### src/rtl/bin2bcd_pkg.sv
// Shared types and constants for the sequential binary-to-BCD converter.
package bin2bcd_pkg;

    typedef enum logic [1:0] {
        IDLE  = 2'd0,
        SHIFT = 2'd1,
        DONE  = 2'd2
    } state_t;

    typedef logic [3:0] bcd_digit_t;

    localparam bcd_digit_t BCD_ADJ_THRESH = 4'd5;
    localparam bcd_digit_t BCD_ADJ        = 4'd3;

endpackage

### src/rtl/bin2bcd_seq_if.sv
// Input/output handshake bundle between the converter and its producer/consumer.
interface bin2bcd_seq_if #(
    parameter int WIDTH  = 8,
    parameter int DIGITS = 3
);
    // Both channels: a transfer happens on a rising edge where valid & ready are
    // both high; valid never waits on ready and data is held while valid is high.
    logic                  in_valid;
    logic                  in_ready;
    logic [WIDTH-1:0]      in_bin;
    logic                  out_valid;
    logic                  out_ready;
    logic [4*DIGITS-1:0]   out_bcd;
    logic [DIGITS-1:0]     out_blank;
    logic                  busy;

    modport master (
        output in_valid, in_bin, out_ready,
        input  in_ready, out_valid, out_bcd, out_blank, busy
    );

    modport slave (
        input  in_valid, in_bin, out_ready,
        output in_ready, out_valid, out_bcd, out_blank, busy
    );

endinterface

### src/rtl/bin2bcd_seq_dabble_digit.sv
// One double-dabble correction stage: add 3 to a BCD digit that is 5 or more.
module dabble_digit
    import bin2bcd_pkg::*;
(
    input  bcd_digit_t d,
    output bcd_digit_t q
);

    // d <= 9 in a valid working digit, so the result is at most 12 and fits.
    assign q = (d >= BCD_ADJ_THRESH) ? bcd_digit_t'(d + BCD_ADJ) : d;

endmodule

### src/rtl/bin2bcd_seq.sv
// Sequential double-dabble binary-to-BCD converter, one bit per cycle.
// Optional leading-zero blank flags built when LEADING_ZERO_BLANK_EN is defined.
module bin2bcd_seq
    import bin2bcd_pkg::*;
#(
    parameter int WIDTH  = 8,
    parameter int DIGITS = 3
) (
    input  logic                clk,
    input  logic                rst_n,
    bin2bcd_seq_if.slave        bus,
    output state_t              dbg_state
);

    localparam int CW = $clog2(WIDTH + 1);
    localparam int CAT_W = 4 * DIGITS + WIDTH;

    state_t                state_q, state_d;
    logic [CW-1:0]         cnt_q;
    logic [WIDTH-1:0]      shreg_q;
    logic [4*DIGITS-1:0]   work_q;
    logic [4*DIGITS-1:0]   work_adj;
    logic [CAT_W-1:0]      cat_shift;
    logic [4*DIGITS-1:0]   out_bcd_q;
    logic [DIGITS-1:0]     out_blank_q;
    logic [DIGITS-1:0]     blank_nxt;
    logic                  last_shift;

    for (genvar g = 0; g < DIGITS; g++) begin : g_digit
        dabble_digit u_dabble (
            .d (work_q[4*g +: 4]),
            .q (work_adj[4*g +: 4])
        );
    end

    // Corrected digits and remaining binary bits move left together as one word.
    assign cat_shift  = {work_adj, shreg_q} << 1;
    assign last_shift = (cnt_q == CW'(1));

`ifdef LEADING_ZERO_BLANK_EN
    logic zero_above;
    always_comb begin
        zero_above = 1'b1;
        blank_nxt  = '0;
        for (int i = DIGITS - 1; i >= 1; i--) begin
            zero_above   = zero_above & (cat_shift[WIDTH + 4*i +: 4] == 4'd0);
            blank_nxt[i] = zero_above;
        end
    end
`else
    assign blank_nxt = '0;
`endif

    always_ff @(posedge clk or negedge rst_n) begin
        if (!rst_n) state_q <= IDLE;
        else        state_q <= state_d;
    end

    always_comb begin
        state_d = state_q;
        unique case (state_q)
            IDLE:    if (bus.in_valid)  state_d = SHIFT;
            SHIFT:   if (last_shift)    state_d = DONE;
            DONE:    if (bus.out_ready) state_d = IDLE;
            default:                    state_d = IDLE;
        endcase
    end

    always_ff @(posedge clk or negedge rst_n) begin
        if (!rst_n) begin
            cnt_q       <= '0;
            shreg_q     <= '0;
            work_q      <= '0;
            out_bcd_q   <= '0;
            out_blank_q <= '0;
        end else begin
            unique case (state_q)
                IDLE: begin
                    if (bus.in_valid) begin
                        shreg_q <= bus.in_bin;
                        work_q  <= '0;
                        cnt_q   <= CW'(WIDTH);
                    end
                end
                SHIFT: begin
                    shreg_q <= cat_shift[WIDTH-1:0];
                    work_q  <= cat_shift[CAT_W-1:WIDTH];
                    cnt_q   <= cnt_q - CW'(1);
                    if (last_shift) begin
                        out_bcd_q   <= cat_shift[CAT_W-1:WIDTH];
                        out_blank_q <= blank_nxt;
                    end
                end
                default: ;
            endcase
        end
    end

    assign bus.in_ready  = (state_q == IDLE);
    assign bus.out_valid = (state_q == DONE);
    assign bus.busy      = (state_q != IDLE);
    assign bus.out_bcd   = out_bcd_q;
    assign bus.out_blank = out_blank_q;
    assign dbg_state     = state_q;

endmodule

### src/flat_wrapper.sv
// flat-port wrapper written by rule: the top's interface ports become plain ports
module bin2bcd_seq_flat import bin2bcd_pkg::*;
#(
    parameter int WIDTH  = 8,
    parameter int DIGITS = 3
)
  (clk, rst_n, dbg_state, bus_in_valid, bus_in_bin, bus_out_ready, bus_in_ready, bus_out_valid, bus_out_bcd, bus_out_blank, bus_busy);
  bin2bcd_seq_if #(.WIDTH(WIDTH), .DIGITS(DIGITS)) bus_i ();
  input  logic clk;
  input  logic rst_n;
  output state_t dbg_state;
  input wire logic [$bits(bus_i.in_valid)-1:0] bus_in_valid;
  input wire logic [$bits(bus_i.in_bin)-1:0] bus_in_bin;
  input wire logic [$bits(bus_i.out_ready)-1:0] bus_out_ready;
  output wire logic [$bits(bus_i.in_ready)-1:0] bus_in_ready;
  output wire logic [$bits(bus_i.out_valid)-1:0] bus_out_valid;
  output wire logic [$bits(bus_i.out_bcd)-1:0] bus_out_bcd;
  output wire logic [$bits(bus_i.out_blank)-1:0] bus_out_blank;
  output wire logic [$bits(bus_i.busy)-1:0] bus_busy;
  assign bus_i.in_valid = bus_in_valid;
  assign bus_i.in_bin = bus_in_bin;
  assign bus_i.out_ready = bus_out_ready;
  assign bus_in_ready = bus_i.in_ready;
  assign bus_out_valid = bus_i.out_valid;
  assign bus_out_bcd = bus_i.out_bcd;
  assign bus_out_blank = bus_i.out_blank;
  assign bus_busy = bus_i.busy;
  bin2bcd_seq #(.WIDTH(WIDTH), .DIGITS(DIGITS)) u_core (.clk(clk), .rst_n(rst_n), .bus(bus_i), .dbg_state(dbg_state));
endmodule
### config.mk
export PLATFORM = sky130hd
export DESIGN_NAME = bin2bcd_seq_flat
export DESIGN_NICKNAME = d
export VERILOG_FILES = /design/src/rtl/bin2bcd_pkg.sv /design/src/rtl/bin2bcd_seq_if.sv /design/src/rtl/bin2bcd_seq_dabble_digit.sv /design/src/rtl/bin2bcd_seq.sv /design/src/flat_wrapper.sv
export SDC_FILE = /design/constraint.sdc
export NUM_CORES = 1
export LEC_CHECK = 0
export BUFFER_PORTS_ARGS = -buffer_cell sky130_fd_sc_hd__buf_2
export CAP_MARGIN = 5
export CORE_MARGIN = 5
export CORE_UTILIZATION = 40
export DETAILED_ROUTE_END_ITERATION = 12
export MAX_ROUTING_LAYER = met4
export PLACE_DENSITY_LB_ADDON = 0.25
export SYNTH_ARGS = -nofsm -noshare
export SYNTH_HDL_FRONTEND = slang
export SYNTH_SLANG_ARGS = --single-unit
### constraint.sdc
create_clock -name clk -period 2.88 [get_ports clk]
set_clock_uncertainty 0.15 [all_clocks]
set_input_delay 0.576 -clock clk [delete_from_list [all_inputs] [get_ports clk]]
set_output_delay 0.576 -clock clk [all_outputs]
set_load 0.03 [all_outputs]
==> flow_summary.json <==
{
  "status": "completed",
  "endpoint_kind": "output port",
  "cap_violations": 0,
  "die_y_um": 79.4,
  "grt_pass1_wl_um": 6140,
  "slew_headroom_pct": 44.6,
  "cts_buffers": 5,
  "hold_violations": 0,
  "r2r_cells": 5,
  "post-route-min-period_ns": 2.19,
  "yosys.area.top_type": "dfrtp_1",
  "grt.overflow.total": 0,
  "synth_seq_cells": 38,
  "tightest_slew_ns": 0.831,
  "cp_num_buf_inv": 2,
  "critPathArrivalTime_ns": 1.46,
  "vias_per_cell": 5.09,
  "crit_path_cell_trace": "or2_2 -> inv_1 -> buf_2",
  "syn-mean-instance-area_um2": 10.0,
  "die-area_mm2": 0.00631,
  "place_congestion": 0.780,
  "grt_usage_pct": 12.8,
  "netlist_area_mm2": 0.00193,
  "worst_path_max_delay_cell": "dfrtp_1",
  "ctsHoldBuffers": 0,
  "antenna_found_initial": 0,
  "post_synth_num_cell_types": 28,
  "ioPinCount": 32,
  "port_buffers": 28,
  "synthTopCellsByArea": "dfrtp_1, o21ai_0, ha_1, a21oi_1, mux2_4",
  "cts_root_buffer": "clkbuf_8",
  "final.fill_count": 455,
  "dp_hpwl_um": 2430,
  "yosysTopAreaCellShare_pct": 49.4,
  "p_leak_nw": 1.07,
  "power.total_mw": 2.64,
  "grt_pass1_vias": 1306,
  "cts_tree": "done",
  "drt_iter0_markers": 40,
  "clk_latency_ns": 0.29,
  "grt_max_degree": 39,
  "htreeDepth": 2,
  "finish.utilization_pct": 46.5,
  "path_class": "flop to output port",
  "antenna_cells": 0,
  "drc": 0,
  "nNetsFinal": 237,
  "fin_crit_sh_pct": 76.0,
  "drt-pass1-iter-count": 4,
  "vias": 1385,
  "yosys_warnings": 0,
  "dp_slack_ns": 0.977,
  "initial_core_util_pct": 41.1,
  "detail-route-antenna-nets": 0,
  "wl_per_cell_um": 13.4,
  "r2r-start": "u_core.cnt_q[1]",
  "ctsLongestPathBuffers": 2,
  "path_max_fanout": 17,
  "hp-class": "primary input to async pin",
  "finalSetupTns_ns": 0,
  "rows": 25,
  "critPathLaunchType": "flop",
  "drive_above_1_share_pct": 21.1,
  "r2r-end": "u_core.bus.out_bcd[0]",
  "totalWireLength_um": 3640,
  "chipWidth_um": 79.4,
  "post_cts_resized": 0,
  "crit_path_max_incr_delay_ns": 0.57,
  "reg2reg_setup_slack_ns": 0.95,
  "crit_family": "flip-flops",
  "area_growth_pct": 13.2,
  "p_per_area_mw_per_mm2": 1210,
  "finalSetupViolCount": 0,
  "vdd_drop_max_v": 0.000568,
  "maxSlewViolCount": 0,
  "worst_slack_ns": 0.691,
  "synth_cells": 192,
  "rsz0062_at_grt": "false",
  "clock.fmax_mhz": 457,
  "post_cts.repair.setup_buffers": 0,
  "ys_seq_area_share_pct": 49.4,
  "core_region_area_mm2": 0.00469,
  "path_clk_slew_ns": 0.07,
  "clock-sinks": 38,
  "critPathRequiredTime_ns": 2.15
}
-- worst reg2reg max path, cell delays in order (launching register included) --
cell	delay, ns
dfrtp_1	0.39
inv_1	0.08
ha_1	0.14
nor3b_1	0.32
nand2_2	0.34
mux2_4	0.39
-- registers in the layout (all words and copies together) (netlist names) --
name / cells
u_core.bus.out_bcd: 12
u_core.cnt_q: 4
u_core.dbg_state: 2
u_core.shreg_q: 8
u_core.work_q: 12
-- placed cells by master (no fill, tap or decap), types with 3 or more instances in the layout --
| cell | instances |
|---|---|
| dfrtp_1 | 38 |
| buf_2 | 28 |
| o21ai_0 | 26 |
| a21oi_1 | 18 |
| nand2_1 | 17 |
| nor2b_1 | 11 |
| inv_1 | 10 |
| ha_1 | 8 |
| clkbuf_8 | 8 |
| a22oi_1 | 7 |
| nor3b_1 | 6 |
| a22o_1 | 6 |
| nand2b_1 | 5 |
| mux2_4 | 5 |
| nor3_1 | 4 |
| xnor2_1 | 3 |
| mux2i_1 | 3 |
| nand3_1 | 3 |
| conb_1 | 3 |
-- power breakdown --
part	switching [mW]	leakage [nW]	internal, mW
clock	0.185	0.0575	0.242
combinational	0.718	0.524	0.509
sequential	0.216	0.483	0.769
-- routing by layer --
metal / track usage (%) / part of all wire, % / vias to the layer above
li1: - / - / 706
met2: 19.4 / 45 / 30
met3: 3.39 / 4.9 / 8
met1: 16.1 / 48 / 641
met5: - / 0 / -
met4: 5.67 / 1.9 / 0
-- cell families (layout without fill, tap and decap cells) --
kind of cell | count (synthesis) | count (layout) | synth area share (%)
AO/OA/AOI/OAI | 60 | 60 | 18.0
XOR/XNOR | 3 | 3 | 1.36
adder cells (fa/ha/maj) | 8 | 8 | 5.20
buffers and inverters | 23 | 47 | 5.97
flip-flops | 38 | 38 | 49.4
multiplexers | 9 | 9 | 6.04
other | 1 | 3 | 0.195
AND/OR/NAND/NOR | 50 | 50 | 13.9
-- cell usage after synthesis --
library cell,instances
mux2_4,5
o21ai_1,2
nand2_2,1
ha_1,8
nor2b_1,11
o21ai_0,26
nand2b_1,5
inv_1,10
o21bai_2,1
clkbuf_1,3
nand2_1,17
buf_6,1
xnor2_1,3
nor2_1,1
a22o_1,6
mux2_2,1
or2_2,1
buf_2,5
a21oi_1,18
dfrtp_1,38
a22oi_1,7
nand3b_1,1
nor3b_1,6
buf_4,4
conb_1,1
mux2i_1,3
nor3_1,4
nand3_1,3
-- metrics by stage --
step	cell area, um^2	cells	hold slack, ns
2_1_floorplan	1930	194	0.130
3_3_place_gp	2070	264	0.309
3_5_place_dp	2070	264	0.316
4_1_cts	2180	272	0.260
5_1_grt	2180	272	0.320
6_report	2180	272	0.229
-- final cells by class --
type                            instances  area (um^2)  share of cell area (%)
Multi-Input combinational cell        133          868                    39.8
Sequential cell                        38          951                    43.6
Inverter                               10         37.5                    1.72
Tap cell                               54         67.6                    3.10
Timing Repair Buffer                   29          148                    6.77
Clock buffer                            8          110                    5.05
-- worst max path at each step --
stage | from | end | slack [ns] | cells past startpoint
2_1_floorplan | u_core.dbg_state[1] | bus_in_ready | 0.78 | 3
5_1_grt | u_core.dbg_state[0] | bus_in_ready | 0.61 | 3
4_1_cts | u_core.dbg_state[0] | bus_in_ready | 0.67 | 3
6_report | u_core.dbg_state[1] | bus_in_ready | 0.69 | 3
3_3_place_gp | u_core.dbg_state[0] | bus_in_ready | 1.01 | 3
3_5_place_dp | u_core.cnt_q[1] | u_core.bus.out_bcd[10] | 0.98 | 5
No activity file was read; power rests on OpenSTA's default activity.
